### config.mk
export PLATFORM = sky130hd
export DESIGN_NAME = pipe_stage_reg
export DESIGN_NICKNAME = d
export VERILOG_FILES = /design/src/rtl/pipe_stage_reg.sv
export SDC_FILE = /design/constraint.sdc
export NUM_CORES = 1
export LEC_CHECK = 0
export CORE_MARGIN = 2
export CORE_UTILIZATION = 37
export DETAILED_ROUTE_END_ITERATION = 8
export PLACE_DENSITY = 0.77
export SLEW_MARGIN = 25
export SYNTH_ARGS = -nofsm -noshare
export SYNTH_HDL_FRONTEND = slang
export SYNTH_SLANG_ARGS = --single-unit
### constraint.sdc
create_clock -name clk -period 2.2 [get_ports clk]
set_input_delay 0.44 -clock clk [delete_from_list [all_inputs] [get_ports clk]]
set_output_delay 0.44 -clock clk [all_outputs]
set_load 0.02 [all_outputs]
### src/rtl/pipe_stage_reg.sv
// Purpose: write-back pipeline stage register with valid/ready handshake, flush and occupancy.
// Latency: one cycle from accept to output; full throughput on simultaneous accept and release.
// Backpressure: default build has one entry with in_ready = ~out_valid | out_ready;
//   defining PIPE_STAGE_SKID_EN adds a skid entry so in_ready is a pure register output.
module pipe_stage_reg #(
   parameter int DATA_W = 64,
   parameter int CTRL_W = 3,
   parameter int RD_W   = 5
) (
   input  logic              clk,
   input  logic              rst,
   input  logic              in_valid,
   output logic              in_ready,
   input  logic [CTRL_W-1:0] in_ctrl,
   input  logic [RD_W-1:0]   in_rd,
   input  logic [DATA_W-1:0] in_data,
   input  logic              flush,
   output logic              out_valid,
   input  logic              out_ready,
   output logic [CTRL_W-1:0] out_ctrl,
   output logic [RD_W-1:0]   out_rd,
   output logic [DATA_W-1:0] out_data,
   output logic [1:0]        occupancy
);

   // Main entry: the one presented on the outputs.
   logic              main_vld;
   logic              main_vld_nx;
   logic [CTRL_W-1:0] main_ctrl;
   logic [RD_W-1:0]   main_rd;
   logic [DATA_W-1:0] main_data;
   logic              load_main;
   logic              accept;
   logic              release_main;

   assign accept       = in_valid & in_ready;
   assign release_main = main_vld & out_ready;

   // Bubbles never carry write-back control; rd/data keep their last loaded values.
   assign out_valid = main_vld;
   assign out_ctrl  = main_vld ? main_ctrl : '0;
   assign out_rd    = main_rd;
   assign out_data  = main_data;

`ifdef PIPE_STAGE_SKID_EN

   // Skid entry catches the accept made while the main entry is stalled.
   logic              skid_vld;
   logic              skid_vld_nx;
   logic [CTRL_W-1:0] skid_ctrl;
   logic [RD_W-1:0]   skid_rd;
   logic [DATA_W-1:0] skid_data;
   logic              load_skid;
   logic              move_skid;

   // Ready straight from a flop: no combinational path from out_ready.
   assign in_ready  = ~skid_vld;
   assign occupancy = {1'b0, main_vld} + {1'b0, skid_vld};

   // Next-state: decide which entry loads, moves or empties this edge; flush wins.
   always_comb begin
      main_vld_nx = main_vld;
      skid_vld_nx = skid_vld;
      load_main   = 1'b0;
      load_skid   = 1'b0;
      move_skid   = 1'b0;
      if (flush) begin
         main_vld_nx = 1'b0;
         skid_vld_nx = 1'b0;
      end else if (release_main) begin
         if (skid_vld) begin
            // Skid drains into main; in_ready was low so nothing new arrives.
            move_skid   = 1'b1;
            skid_vld_nx = 1'b0;
            main_vld_nx = 1'b1;
         end else if (accept) begin
            load_main   = 1'b1;
            main_vld_nx = 1'b1;
         end else begin
            main_vld_nx = 1'b0;
         end
      end else if (accept) begin
         if (main_vld) begin
            load_skid   = 1'b1;
            skid_vld_nx = 1'b1;
         end else begin
            load_main   = 1'b1;
            main_vld_nx = 1'b1;
         end
      end
   end

   // Valid bits for both entries.
   always_ff @(posedge clk or posedge rst) begin
      if (rst) begin
         main_vld <= 1'b0;
         skid_vld <= 1'b0;
      end else begin
         main_vld <= main_vld_nx;
         skid_vld <= skid_vld_nx;
      end
   end

   // Main payload: fresh input or the older skid contents.
   always_ff @(posedge clk or posedge rst) begin
      if (rst) begin
         main_ctrl <= '0;
         main_rd   <= '0;
         main_data <= '0;
      end else if (load_main) begin
         main_ctrl <= in_ctrl;
         main_rd   <= in_rd;
         main_data <= in_data;
      end else if (move_skid) begin
         main_ctrl <= skid_ctrl;
         main_rd   <= skid_rd;
         main_data <= skid_data;
      end
   end

   // Skid payload: loaded only when main is stalled.
   always_ff @(posedge clk or posedge rst) begin
      if (rst) begin
         skid_ctrl <= '0;
         skid_rd   <= '0;
         skid_data <= '0;
      end else if (load_skid) begin
         skid_ctrl <= in_ctrl;
         skid_rd   <= in_rd;
         skid_data <= in_data;
      end
   end

`else

   // Single entry: ready when empty or being drained this cycle.
   assign in_ready  = ~main_vld | out_ready;
   assign occupancy = {1'b0, main_vld};

   // Next-state: flush empties; accept (re)fills, including same-edge replace.
   always_comb begin
      main_vld_nx = main_vld;
      load_main   = 1'b0;
      if (flush) begin
         main_vld_nx = 1'b0;
      end else if (accept) begin
         load_main   = 1'b1;
         main_vld_nx = 1'b1;
      end else if (release_main) begin
         main_vld_nx = 1'b0;
      end
   end

   // Valid bit for the single entry.
   always_ff @(posedge clk or posedge rst) begin
      if (rst) begin
         main_vld <= 1'b0;
      end else begin
         main_vld <= main_vld_nx;
      end
   end

   // Payload register; holds while idle or stalled.
   always_ff @(posedge clk or posedge rst) begin
      if (rst) begin
         main_ctrl <= '0;
         main_rd   <= '0;
         main_data <= '0;
      end else if (load_main) begin
         main_ctrl <= in_ctrl;
         main_rd   <= in_rd;
         main_data <= in_data;
      end
   end

`endif

endmodule

-- Word-level counts from Yosys, hierarchy flattened
Cells that the tools add are included.
- flip-flop bits (word level): 73
- bits of input ports: 77
- mux-type cells: 6
- bitwise logic cells: 4
- reductions and logical operators: 1
- operators by type and width (kind ; number):
    $mux 1 ; 5
    $mux 3 ; 1
    $reduce_bool 3->1 ; 1
    $and 1x1->1 ; 2
    $not 1->1 ; 1
    $or 1x1->1 ; 1

-- Depth between registers and ports, before layout
Gate-level depths: netlist of the first run.
- word-level depth: 5
- depth in mapped cells: 5
- mapped depth without buffers: 3

-- Worst setup path before layout of the first run
No wires, ideal clock.
- path type: flip-flop to flip-flop
- from: register main_vld (netlist: out_valid)
- to: register main_ctrl[0]
- library setup time: 0.125 ns
- arrival time: 1.444 ns
- path slack: 0.631 ns
- cell stages (with the launch flop): 6
- clock period less this slack: 1.569 ns
- cell sequence: dfrtp_1 -> nor2b_4 -> nor3b_2 -> buf_6 -> buf_12 -> mux2_4
- word-level cells in the longest chain between the ends: 5
- ends and longest elaborated chain (element ; RTL line ; source):
    from (decl) ; 27 ; logic main_vld;
    from (signal assigned) ; 159 ; main_vld <= main_vld_nx;
    $not 1->1 ; 137 ; assign in_ready = ~main_vld | out_ready;
    $or 1x1->1 ; 137 ;
    $and 1x1->1 ; 36 ; assign accept = in_valid & in_ready;
    $mux 1 ; 146 ; end else if (accept) begin
    $mux 1 ; 144 ; if (flush) begin
    to (signal assigned) ; 170 ; main_ctrl <= in_ctrl;
    to (decl) ; 29 ; logic [CTRL_W-1:0] main_ctrl;
Every way passes these cells.
A chain may end at the register's enable or synchronous reset.

-- Final worst setup path of the first run
- from: input out_ready
- to: output in_ready
- word-level cells in the longest chain between the ends: 1
- ends and longest elaborated chain (element ; RTL line ; source):
    from (decl) ; 19 ; input logic out_ready,
    $or 1x1->1 ; 137 ;
    to (decl) ; 13 ; output logic in_ready,
Every way passes these cells.

==> qor.yml, run 1 <==
die_x_microns: 96.0
place.detailed.instances: 417
numPortBuffers: 151
post-cts-setup-buffers: 0
hp-start: "out_data[2]"
floorplan.initialDensity_pct: 38.1
ys_ff_latch: 73
drtAntennaViolNets: 0
critPathMaxFanout: 3
yosysSeqAreaShare_pct: 58.3
tritoncts_num_sinks: 73
grt_use_met2_pct: 23.5
pre_cts_ws_ps: 90.5
placement_rows: 33
busiest_layer: "met2"
number_of_global_route_vias_before_repair: 2033
post_layout_cell_count: 433
period_needed_ps: 2090
worst_r2r_startpoint: "out_valid"
area_growth_syn_to_layout_pct: 56.7
total_leakage_power_nw: 2.14
reg2reg_slack_ps: 530
class_of_the_most_critical_setup_path: "input pin to primary output"
layout_cell_share_with_drive_strength_beyond_1_pct: 30.5
vias_per_cell: 4.47
dpl.hpwl_mm: 4.86
startpoint: "out_ready"
post_synth_num_cell_types: 12
worst_ep_required_time_ps: 1760
regToRegEndpoint: "out_data[37]"
antenna_cells_inserted: 0
grt_first_pass_wirelength_mm: 10.2
post_dp_cell_area_sq_um: 4720
avgSynthCellArea_sq_um: 19.0
worst_skew_pair.late_latency_ps: 340
post_cts_hold_buffer_count: 0
gr-usage-met1_pct: 18.9
min_to: "out_data[2]"
grt.met3_usage_pct: 4.70
clkSlewWorstSetupHoldPaths_ps: 80
ff2ff_path_depth: 5
timing.max_cap.violations: 0
setup_viol: 0
cts_htree_levels: 3
floorplan.io_pins: 153
core-area_sq_um: 8220
synth.yosys.warnings: 0
number_of_fill_cells_in_the_layout: 673
die-height_microns: 96.0
dr.pass1.iters: 4
synth_area_leaders: "dfrtp_1, mux2_4, buf_12"
grt_use_total_pct: 14.9
fmax_mhz: 477
clock_tree.root_cell: "clkbuf_8"
cts_inserted_buffers: 9
finalWirelength_mm: 6.78
finalHoldViolations: 0
fin_nets: 400
largest_net_degree_at_the_start_of_global_routing: 74
drt-initial-drc-count: 43
grt_setup_unrepaired: "false"
min_path_cells: 1
area_of_the_multi_input_gates_sq_um: 1140
cts.path.max_buffers: 2
register_area_sq_um: 1830
antenna_found_initial: 0
run_status: "finished clean"
die-area_sq_um: 9220
netlist_instances: 165
post_synthesis_net_count: 242
timing.clock.skew_ps: 7.88
period_share_pct: 95.2
post-synth-top-area-cell: "dfrtp_1"
timing.hold.worst.class: "flip-flop to flip-flop"
route.detailed.wl_per_inst_microns: 15.7
worst_setup_path_start_kind: "input pin"
drc_errors: 0
post_cts_resized: 0
arrival_worst_endpoint_ps: 1650
synthesis.area_sq_um: 3130
yosysTopAreaCellShare_pct: 58.3
fin_ws_ps: 106
gp_routability_congestion: 0.658
vias: 1937
grt_overflow: 0
final_area_sq_um: 4910
report.final.slew_viol_count: 0
setup.worst_path.end_class: "primary output"
cts_tree: "yes"
pwr_density_cell_nw_per_um2: 829
fin_setup_tns_ps: 0
ir_drop_uv: 394
[worst max-delay path, cell delays in order]
cell             delay [ps]
clkdlybuf4s50_1         510
nor2b_4                  60
inv_1                    50
clkdlybuf4s50_1         590
[where the power goes]
part	internal (W)	leakage, nW	switching, W	total, W
clock	0.000521	0.0912	0.000488	0.00101
combinational	0.000823	1.19	0.000537	0.00136
sequential	0.00157	0.859	0.000134	0.00170
[cell usage after synthesis (all sizes together)]
master  number
nor2         2
and2         3
inv          2
nor2b        1
mux2        72
conb         1
buf         10
dfrtp       73
nor3b        1
[state kept, by name (all words and copies together) (netlist names)]
name and cells:
out_valid 1, out_rd 5, out_data 64, main_ctrl 3
[per-stage QoR]
stage | hold slack [ps] | utilization [%] | power (W)
after detailed placement | 487 | 57.4 | 0.00310
final | 511 | 59.8 | 0.00407
after floorplan | 474 | - | 0.00243
after CTS | 515 | 59.8 | 0.00413
after global placement | 492 | 57.4 | 0.00307
after global routing | 525 | 59.8 | 0.00429
[worst max-delay path by stage]
stage | slack [ps] | endpoint
2_1_floorplan | 630 | main_ctrl[0]
3_5_place_dp | 90 | out_data[24]
6_report | 110 | in_ready
4_1_cts | 100 | in_ready
5_1_grt | 70 | in_ready
3_3_place_gp | 120 | in_ready
[metal layers]
layer	up-vias	wire length [microns]
met5	-	0
met4	0	151
met3	13	609
met2	96	3190
met1	951	2830
li1	877	-
[cells in the final DEF (no fill, tap or decap)]
| cell type | n |
|---|---|
| conb_1 | 1 |
| nor2_1 | 2 |
| clkinvlp_4 | 4 |
| clkinv_4 | 1 |
| inv_1 | 1 |
| dfrtp_1 | 73 |
| clkbuf_8 | 9 |
| clkinv_2 | 2 |
| bufinv_16 | 1 |
| nor3b_4 | 1 |
| buf_12 | 4 |
| mux2_2 | 2 |
| mux2_4 | 70 |
| and2_2 | 3 |
| buf_4 | 2 |
| nor2b_4 | 1 |
| clkdlybuf4s50_1 | 151 |
[layout make-up]
type / instances / share of cell area, %
multi-input combinational: 80 / 23.2
tap: 105 / 2.68
clock inverter: 7 / 1.45
clock buffer: 9 / 2.52
sequential: 73 / 37.2
inverter: 2 / 0.229
timing repair buffer: 157 / 32.7
[logic make-up after synthesis]
logic type	after synthesis	share of synthesized area (%)
buf+inv	12	5.55
flops	73	58.3
mux	72	34.3
other cells	1	0.120
simple gates	7	1.80
Note: power is estimated with default switching activity, not from simulation.
==> run 2, diff against run 1 <==
--- a/config.mk
+++ b/config.mk
@@ -7,6 +7,7 @@
 export LEC_CHECK = 0
 export CORE_MARGIN = 2
 export CORE_UTILIZATION = 37
+export CTS_CLUSTER_SIZE = 8
 export DETAILED_ROUTE_END_ITERATION = 8
 export PLACE_DENSITY = 0.77
 export SLEW_MARGIN = 25
==> results of run 2 <==
Same layout as run 1: the final DEF is identical, and so are final timing and power.
==> run 3, diff against run 2 <==
--- a/config.mk
+++ b/config.mk
@@ -7,6 +7,7 @@
 export LEC_CHECK = 0
 export CORE_MARGIN = 2
 export CORE_UTILIZATION = 37
+export CTS_BUF_LIST = sky130_fd_sc_hd__clkbuf_16
 export CTS_CLUSTER_SIZE = 8
 export DETAILED_ROUTE_END_ITERATION = 8
 export PLACE_DENSITY = 0.77
==> run 3 against run 2 <==
Effect of this change:
- combinational power is essentially flat
- largest cell class unchanged
- worst setup slack is essentially flat
- die area unchanged
- register-to-register slack about the same
- fmax barely moved
- sequential cell count is the same
==> qor.yml, run 3 (synthesis gave the netlist of run 1 again) <==
reg2reg_slack_ps: 540  # about the same
finalHoldViolations: 0  # unchanged
fin_nets: 400  # unchanged
numPortBuffers: 151  # unchanged
floorplan.initialDensity_pct: 38.1  # unchanged
net_switching_w: 0.00120  # +3.8%
timing.clock.skew_ps: 7.93  # +0.0539 ps
clock_tree.root_cell: "clkbuf_16"
cts_inserted_buffers: 9  # unchanged
grt_use_total_pct: 14.8  # -0.12 points
layout_cell_share_with_drive_strength_beyond_1_pct: 30.5  # unchanged
number_of_global_route_vias_before_repair: 2034  # +0.049%
drtAntennaViolNets: 0  # unchanged
antenna_found_initial: 0  # unchanged
drt-initial-drc-count: 55  # +28%
run_status: "finished clean"
post-cts-setup-buffers: 0  # unchanged
final_area_sq_um: 5010  # +2.1%
internal-power_w: 0.00327  # +12%
period_share_pct: 95.2  # about the same
grt_first_pass_wirelength_mm: 10.2  # unchanged
finalWirelength_mm: 6.75  # -0.52%
largest_register_ffs: 64  # unchanged
period_needed_ps: 2090  # -0.228 ps
placement_rows: 33  # unchanged
hp-start: "out_data[2]"
floorplan.io_pins: 153  # unchanged
arrival_worst_endpoint_ps: 1650  # about the same
setup_viol: 0  # unchanged
cts_tree: "yes"
dr.pass1.iters: 4  # unchanged
p_comb_share_pct: 30.4  # -3.0 points
register_area_sq_um: 1830  # unchanged
die-height_microns: 96.0  # unchanged
timing.hold.worst.class: "flip-flop to flip-flop"
worst_setup_path_start_kind: "input pin"
regToRegEndpoint: "out_data[37]"
antenna_cells_inserted: 0  # unchanged
power.switching_fraction_pct: 26.9  # -1.6 points
total_leakage_power_nw: 2.18  # +2.2%
vias: 1926  # -0.57%
mostFrequentLayoutCell: "clkdlybuf4s50_1"
tritoncts_num_sinks: 73  # unchanged
gp_routability_congestion: 0.658  # unchanged
worst_ep_required_time_ps: 1760  # about the same
fin_setup_tns_ps: 0  # unchanged
power.share.clock_pct: 31.4  # +6.6 points
post_cts_hold_buffer_count: 0  # unchanged
post_dp_cell_area_sq_um: 4720  # unchanged
dpl.hpwl_mm: 4.86  # unchanged
power_frac_seq_pct: 38.2  # -3.6 points
min_path_cells: 1  # unchanged
grt_overflow: 0  # unchanged
area_growth_syn_to_layout_pct: 59.9
grt_setup_unrepaired: "false"
drc_errors: 0  # unchanged
post_cts_resized: 0  # unchanged
die-area_sq_um: 9220  # unchanged
die_x_microns: 96.0  # unchanged
number_of_fill_cells_in_the_layout: 660  # -1.9%
area_of_the_multi_input_gates_sq_um: 1140  # unchanged
pwr_density_cell_nw_per_um2: 892  # +7.6%
route.detailed.wl_per_inst_microns: 15.6  # -0.52%
critPathMaxFanout: 3  # unchanged
final_cell_mix: "clkdlybuf4s50_1, dfrtp_1, mux2_4, clkbuf_16"
ir_drop_uv: 398  # +0.99%
cts.path.max_buffers: 2  # unchanged
cts_htree_levels: 3  # unchanged
vias_per_cell: 4.45  # -0.57%
clkSlewWorstSetupHoldPaths_ps: 60  # -20 ps
class_of_the_most_critical_setup_path: "input pin to primary output"
worst_r2r_startpoint: "out_valid"
fmax_mhz: 478  # about the same
report.final.slew_viol_count: 0  # unchanged
min_to: "out_data[2]"
worst_skew_pair.late_latency_ps: 320  # -20 ps
timing.max_cap.violations: 0  # unchanged
largest_net_degree_at_the_start_of_global_routing: 74  # unchanged
setup.worst_path.end_class: "primary output"
ff2ff_path_depth: 5  # unchanged
core-area_sq_um: 8220  # unchanged
run 3: cell types whose count changed in the layout (fill, tap and decap cells not counted):
cell / before / now
clkbuf_16: 0 / 9
clkbuf_8: 9 / 0
run 3: layout make-up:
class,instances,area share [%]
well taps,105,2.62
inverters,2,0.225
flip-flops and latches,73,36.4
repair buffers,157,32.1
multi-input cells,80,22.7
clock inverters,7,1.42
clock buffers,9,4.49
run 3: critical path, stage by stage:
cell and delay, ps:
clkdlybuf4s50_1 510, nor2b_4 60, inv_1 50, clkdlybuf4s50_1 590
run 3: worst max path at each step:
| stage | start | cells past startpoint | slack, ps | endpoint |
|---|---|---|---|---|
| 2_1_floorplan | out_valid | 5 | 630 | main_ctrl[0] |
| 3_3_place_gp | out_ready | 4 | 120 | in_ready |
| 3_5_place_dp | out_ready | 5 | 90 | out_data[24] |
| 4_1_cts | out_ready | 4 | 100 | in_ready |
| 5_1_grt | out_ready | 4 | 70 | in_ready |
| 6_report | out_ready | 4 | 110 | in_ready |
run 3: per-layer routing:
metal	track usage [%]	vias up	routed length, microns
met2	23.5	90	3270
li1	-	881	-
met5	0	-	0
met4	5.95	0	93
met3	4.70	8	581
met1	18.7	947	2800
run 3: power by group through the flow:
| stage | Combinational, W | Sequential (W) | Clock [W] |
|---|---|---|---|
| final | 0.00136 | 0.00171 | 0.00141 |
| after global routing | 0.00144 | 0.00173 | 0.00152 |
| after CTS | 0.00138 | 0.00171 | 0.00145 |
| after detailed placement | 0.00138 | 0.00172 | 0 |
| after global placement | 0.00135 | 0.00172 | 0 |
| after floorplan | 0.000450 | 0.00198 | 0 |
run 3: metrics by stage:
step	hold slack [ps]	setup WS, ps	utilization, %	total power [W]	instances
3_5_place_dp	487	90.5	57.4	0.00310	417
3_3_place_gp	492	119	57.4	0.00307	417
2_1_floorplan	474	631	-	0.00243	165
4_1_cts	509	98.9	61.0	0.00454	433
6_report	506	106	61.0	0.00447	433
5_1_grt	520	73.4	61.0	0.00469	433
==> RTL change 1 (flow settings as in run 1) <==
The parameter `RD_W` goes from 5 to 10.
--- a/src/rtl/pipe_stage_reg.sv
+++ b/src/rtl/pipe_stage_reg.sv
@@ -6,5 +6,5 @@
    parameter int DATA_W = 64,
    parameter int CTRL_W = 3,
-   parameter int RD_W   = 5
+   parameter int RD_W   = 10
 ) (
    input  logic              clk,
Ports: changed (resized in_rd and out_rd); port bits go from 153 to 163. The function was not compared with the original's and may differ.
==> RTL change 1 against run 1 <==
- wire length is 1.6% lower
- setup slack better by 0.0083 ns
- final cell count is 3.2% higher
- combinational power is 7% lower
- power is 3.2% higher
- via count is 5.8% higher
- synthesized area is 5.6% lower
- design area is 0.23% lower
- first-iteration DRC count is 12% higher
- worst hold slack worse by 0.025 ns
- clock skew is 0.0046 ns higher
- sequential cell count is 5 higher
==> RTL change 1: results (changes against run 1) <==
GRT:
- The number of global-route vias before repair is 2160 (was 2033).
- The met1 track demand over resource in global routing is 18.00% (was 18.87%).
- The global-route total usage across every layer came to 15.58% (was 14.90%).
- The largest net degree at the start of global routing is 79 (was 74).
- The met3 global-route usage is 4.835% (was 4.699%).

Cells and area:
- The number of nets in the finished design was 422 (was 400).
- The share of post-route cells with drive strength above 1 is 18.84% (was 30.49%).
- The final instance count without filler cells is 447 (was 433).

Place:
- The final estimated routing congestion in global placement was 0.6548 (was 0.6575).
- The setup slack after placement came to 0.08010 ns (was 0.09054 ns).
- The detailed-placement wirelength estimate is 4854 um (was 4861 um).
- The number of buffers inserted by port buffering is 161 (was 151).
- The placed cell area is 4692 sq um (was 4716 sq um).
- The cell total after placement is 431 (was 417).

Synth:
- The total nets after synthesis is 257 (was 242).
- Top post-synthesis cells by count: sky130_fd_sc_hd__dfrtp_1 (78), sky130_fd_sc_hd__mux2_2 (47), sky130_fd_sc_hd__mux2_1 (30) (was sky130_fd_sc_hd__dfrtp_1 (73), sky130_fd_sc_hd__mux2_4 (70), sky130_fd_sc_hd__buf_12 (7)).
- Biggest area contributors in the synthesized netlist: sky130_fd_sc_hd__dfrtp_1 (66%), sky130_fd_sc_hd__mux2_2 (18%), sky130_fd_sc_hd__mux2_1 (11%), sky130_fd_sc_hd__buf_6 (1.1%), sky130_fd_sc_hd__buf_4 (0.76%) (was sky130_fd_sc_hd__dfrtp_1 (58%), sky130_fd_sc_hd__mux2_4 (34%), sky130_fd_sc_hd__buf_12 (4.5%), sky130_fd_sc_hd__and2_2 (0.72%), sky130_fd_sc_hd__mux2_2 (0.72%)).
- The register area share after synthesis is 65.96% (was 58.28%).
- The count of warnings emitted by yosys came to 0 (unchanged).

Detailed routing:
- The wire length on met1 came to 2665 um (was 2826 um).
- The routed wire length on met2 came to 3343 um (was 3193 um).
- The ratio of routed vias to standard cells is 4.586 (was 4.473).
- The count of routing violations after the opening detailed-route iteration came to 48 (was 43).
- The wire length after detailed routing was 6670 um (was 6780 um).
- The first-pass detailed-route iteration total is 2 (was 4).
- The detailed route wirelength on metal3 was 552 um (was 609 um).

STA:
- The setup skew after layout is 0.01252 ns (was 0.007879 ns).
- The final worst-path setup slack is 0.1140 ns (was 0.1057 ns).

Pwr:
- The leakage power was 1.999 nW (was 2.138 nW).
- The largest vdd supply drop is 470.1 uV (was 393.9 uV).

Clocking:
- The number of buffers added by the clock tree synthesis step is 9 (unchanged).

Critical path:
- The maximum fanout count along the critical path is 3 (unchanged).

Status:
- Result of the run: completed (unchanged).
## RTL change 1: changes by cell type in the layout (fill, tap and decap cells not counted), sizes merged
cell	before	now
clkbuf	9	13
bufinv	1	2
clkinvlp	4	1
mux2	72	77
clkinv	3	1
dfrtp	73	78
buf	6	3
clkdlybuf4s50	151	161
## RTL change 1: final cells by class
type,count,area (sq um)
clock buffer,13,138.9
multi-input combinational,85,929.6
fill,597,2828
clock inverter,3,68.82
sequential,78,1952
tap,102,127.6
inverter,2,11.26
timing repair buffer,164,1672
## RTL change 1: power breakdown
part	leakage, nW	switching (mW)	total, mW	internal [mW]
Clock	0.102	0.499	1.14	0.644
Sequential	0.918	0.114	1.79	1.68
Combinational	0.979	0.557	1.27	0.714
Total	2.00	1.17	4.20	3.03
## RTL change 1: final timing paths
| path | from | to | slack (ns) | cells after the start |
|---|---|---|---|---|
| worst max-delay path | out_ready | in_ready | 0.11 | 4 |
| min in group asynchronous | rst | out_data[56]$_DFFE_PP0P_ | 0.55 | 3 |
| worst min register to register | out_data[49]$_DFFE_PP0P_ | out_data[49]$_DFFE_PP0P_ | 0.49 | 1 |
| worst max register to register | out_valid$_DFFE_PP0P_ | out_data[6]$_DFFE_PP0P_ | 0.52 | 4 |
| max in group asynchronous | rst | out_data[11]$_DFFE_PP0P_ | 1.31 | 3 |
| worst min-delay path | out_data[49]$_DFFE_PP0P_ | out_data[49]$_DFFE_PP0P_ | 0.49 | 1 |
## RTL change 1: cell families (layout without fill, tap and decap cells)
kind of cell | count (synthesis) | count (layout) | synth area share [%]
other cells | 1 | 1 | 0.1267
flops | 78 | 78 | 65.96
buf+inv | 12 | 182 | 2.833
mux | 77 | 77 | 29.30
simple gates | 7 | 7 | 1.776
==> RTL change 2 (flow settings as in run 1) <==
Without the edit above. Build with the macro `PIPE_STAGE_SKID_EN` defined.
--- a/src/rtl/pipe_stage_reg.sv
+++ b/src/rtl/pipe_stage_reg.sv
@@ -3,4 +3,6 @@
 // Backpressure: default build has one entry with in_ready = ~out_valid | out_ready;
 //   defining PIPE_STAGE_SKID_EN adds a skid entry so in_ready is a pure register output.
+`define PIPE_STAGE_SKID_EN
+
 module pipe_stage_reg #(
    parameter int DATA_W = 64,
Behaviour: not the same (Yosys sat finds a counterexample within 4 cycles, from zero or initial values and one cycle with rst high).
==> RTL change 2 against run 1 <==
- clock power rose to 3.2 times the old value
- setup slack better by 0.017 ns
- wire length up 110%
- sequential cell count up 73
- design area up 73%
- die area up 87%
- synthesized area up 91%
- power up 110%
- core utilization down 6.4 points
- critical path type is now reg -> out
- critical endpoint is now out_ctrl[1]
- largest power group unchanged
==> RTL change 2: results (changes against run 1) <==
Place:
- The setup slack after placement came to -0.04468 ns (was 0.09054 ns).
- The number of buffers inserted by port buffering is 152 (was 151).
- The detailed-placement wirelength estimate came to 9563 um (was 4861 um).
- The cell total after placement came to 765 (was 417).

Synth:
- The total nets after synthesis is 490 (was 242).
- Top post-synthesis cells by count: sky130_fd_sc_hd__dfrtp_1 (146), sky130_fd_sc_hd__a221o_1 (70), sky130_fd_sc_hd__and2_1 (45) (was sky130_fd_sc_hd__dfrtp_1 (73), sky130_fd_sc_hd__mux2_4 (70), sky130_fd_sc_hd__buf_12 (7)).
- Biggest area contributors in the synthesized netlist: sky130_fd_sc_hd__dfrtp_1 (61%), sky130_fd_sc_hd__a221o_1 (12%), sky130_fd_sc_hd__mux2_2 (7.3%), sky130_fd_sc_hd__mux2_1 (6.9%), sky130_fd_sc_hd__and2_1 (4.7%) (was sky130_fd_sc_hd__dfrtp_1 (58%), sky130_fd_sc_hd__mux2_4 (34%), sky130_fd_sc_hd__buf_12 (4.5%), sky130_fd_sc_hd__and2_2 (0.72%), sky130_fd_sc_hd__mux2_2 (0.72%)).

GRT:
- The largest net degree at the start of global routing was 98 (was 74).
- The global-route total usage across every layer is 17.27% (was 14.90%).
- The first-pass GRT wire length is 23760 um (was 10250 um).
- The number of global-route vias before repair is 4438 (was 2033).

Critical path:
- The biggest cell delay along the critical path came to 0.61 ns (was 0.59 ns).
- The reg-to-reg endpoint is skid_data[43]$_DFFE_PP0P_ (was out_data[37]$_DFFE_PP0P_).
- The launch instance of the worst register-to-register path is skid_vld$_DFFE_PP0P_ (was out_valid$_DFFE_PP0P_).
- The maximum fanout count along the critical path is 12 (was 3).
- The depth of the most critical reg-to-reg path is 4 (was 5).
- The flop-to-flop setup slack was 0.40 ns (was 0.53 ns).
- The first element of the critical path is out_valid$_DFFE_PP0P_ (was out_ready).

Detailed routing:
- The first-pass detailed-route iteration total was 7 (was 4).
- The count of routing violations after the opening detailed-route iteration is 272 (was 43).
- The ratio of routed vias to standard cells is 5.113 (was 4.473).
- The average routed wire per standard cell was 17.65 um (was 15.66 um).

Pwr:
- The total internal power is 6.470 mW (was 2.914 mW).
- The largest vdd supply drop is 520.5 uV (was 393.9 uV).

Clocking:
- The clock-pin slew of the registers on the worst-case setup and hold paths was 0.05 ns (was 0.08 ns).
- The cell at the root of the clock tree was sky130_fd_sc_hd__clkbuf_16 (was sky130_fd_sc_hd__clkbuf_8).
- The count of buffers added by post-CTS timing repair for setup is 0 (unchanged).
- The number of buffers added by the clock tree synthesis step is 17 (was 9).
- The clock insertion delay at the later pin of the skew report was 0.41 ns (was 0.34 ns).
- The post-cts repair resize count is 2 (was 0).

STA:
- The setup skew after layout is 0.007603 ns (was 0.007879 ns).

Cells and area:
- The number of nets in the finished design is 646 (was 400).
- The share of post-route cells with drive strength above 1 is 16.03% (was 30.49%).

Worst hold path:
- The destination of the worst hold path is skid_data[45]$_DFFE_PP0P_ (was out_data[2]$_DFFE_PP0P_).
- The startpoint of the worst hold path is skid_data[45]$_DFFE_PP0P_ (was out_data[2]$_DFFE_PP0P_).

Status:
- Result of the run: completed (unchanged).
RTL change 2: changes by cell type after synthesis, sizes merged, moves of 2 or more:
| cell | run 1 | this run |
|---|---|---|
| dfrtp | 73 | 146 |
| buf | 10 | 25 |
| and2 | 3 | 73 |
| a221o | 0 | 70 |
| a21oi | 0 | 2 |
| clkbuf | 0 | 7 |
| mux2 | 72 | 76 |
| nor2 | 2 | 0 |
RTL change 2: worst max path at each step:
stage,endpoint,slack [ns]
floorplan,main_ctrl[0]$_DFFE_PP0P_,-0.07
detailed placement,skid_data[43]$_DFFE_PP0P_,-0.04
global placement,skid_data[34]$_DFFE_PP0P_,-0.009
global route,out_ctrl[1],0.04
finish,out_ctrl[1],0.12
CTS,out_ctrl[1],0.09
RTL change 2: area by class of cell:
class | instances | area [sq um]
clock buffer | 21 | 460.4
clock inverter | 10 | 205.2
inverter | 3 | 15.01
multi-input combinational | 231 | 2137
sequential | 146 | 3655
timing repair buffer | 169 | 1735
tap | 216 | 270.3
fill | 1323 | 7407
RTL change 2: kinds of logic (layout without fill, tap and decap cells):
family	count (synthesis)	after routing	synth area share, %
AO/OA/AOI/OAI	75	75	12.20
adder cells (fa/ha/maj)	1	1	0.2084
buffers and inverters	35	203	3.773
flip-flops	146	146	60.87
multiplexers	76	76	14.26
AND/OR/NAND/NOR	79	79	8.693
RTL change 2: metal layers:
| layer | global-route usage, % | share of wire (%) | vias to the layer above |
|---|---|---|---|
| met5 | 0 | 0 | - |
| met4 | 7.126 | 2.2 | 0 |
| met3 | 4.784 | 5.0 | 26 |
| met2 | 29.24 | 50 | 120 |
| met1 | 20.84 | 42 | 2071 |
| li1 | - | - | 1853 |
RTL change 2: power by group through the flow:
stage          logic [mW]  registers, mW  clock network [mW]
6_report             1.74           3.61                3.26
5_1_grt              1.86           3.69                3.45
4_1_cts              1.77           3.61                3.34
3_5_place_dp         1.77           3.65                   0
3_3_place_gp         1.71           3.61                   0
2_1_floorplan       0.670           3.86                   0
RTL change 2: worst reg2reg max path, stage by stage (launching register included):
cell	delay, ns
sky130_fd_sc_hd__dfrtp_1	0.44
sky130_fd_sc_hd__nand2b_4	0.20
sky130_fd_sc_hd__nor4b_2	0.27
sky130_fd_sc_hd__buf_4	0.38
sky130_fd_sc_hd__mux2_2	0.40
RTL change 2: through the flow:
step / hold slack (ns) / utilization, %
after detailed placement: 0.4686 / 49.18
after floorplan: 0.4489 / -
final: 0.4741 / 53.37
after global routing: 0.4892 / 53.37
after global placement: 0.4581 / 49.18
after CTS: 0.4812 / 53.37
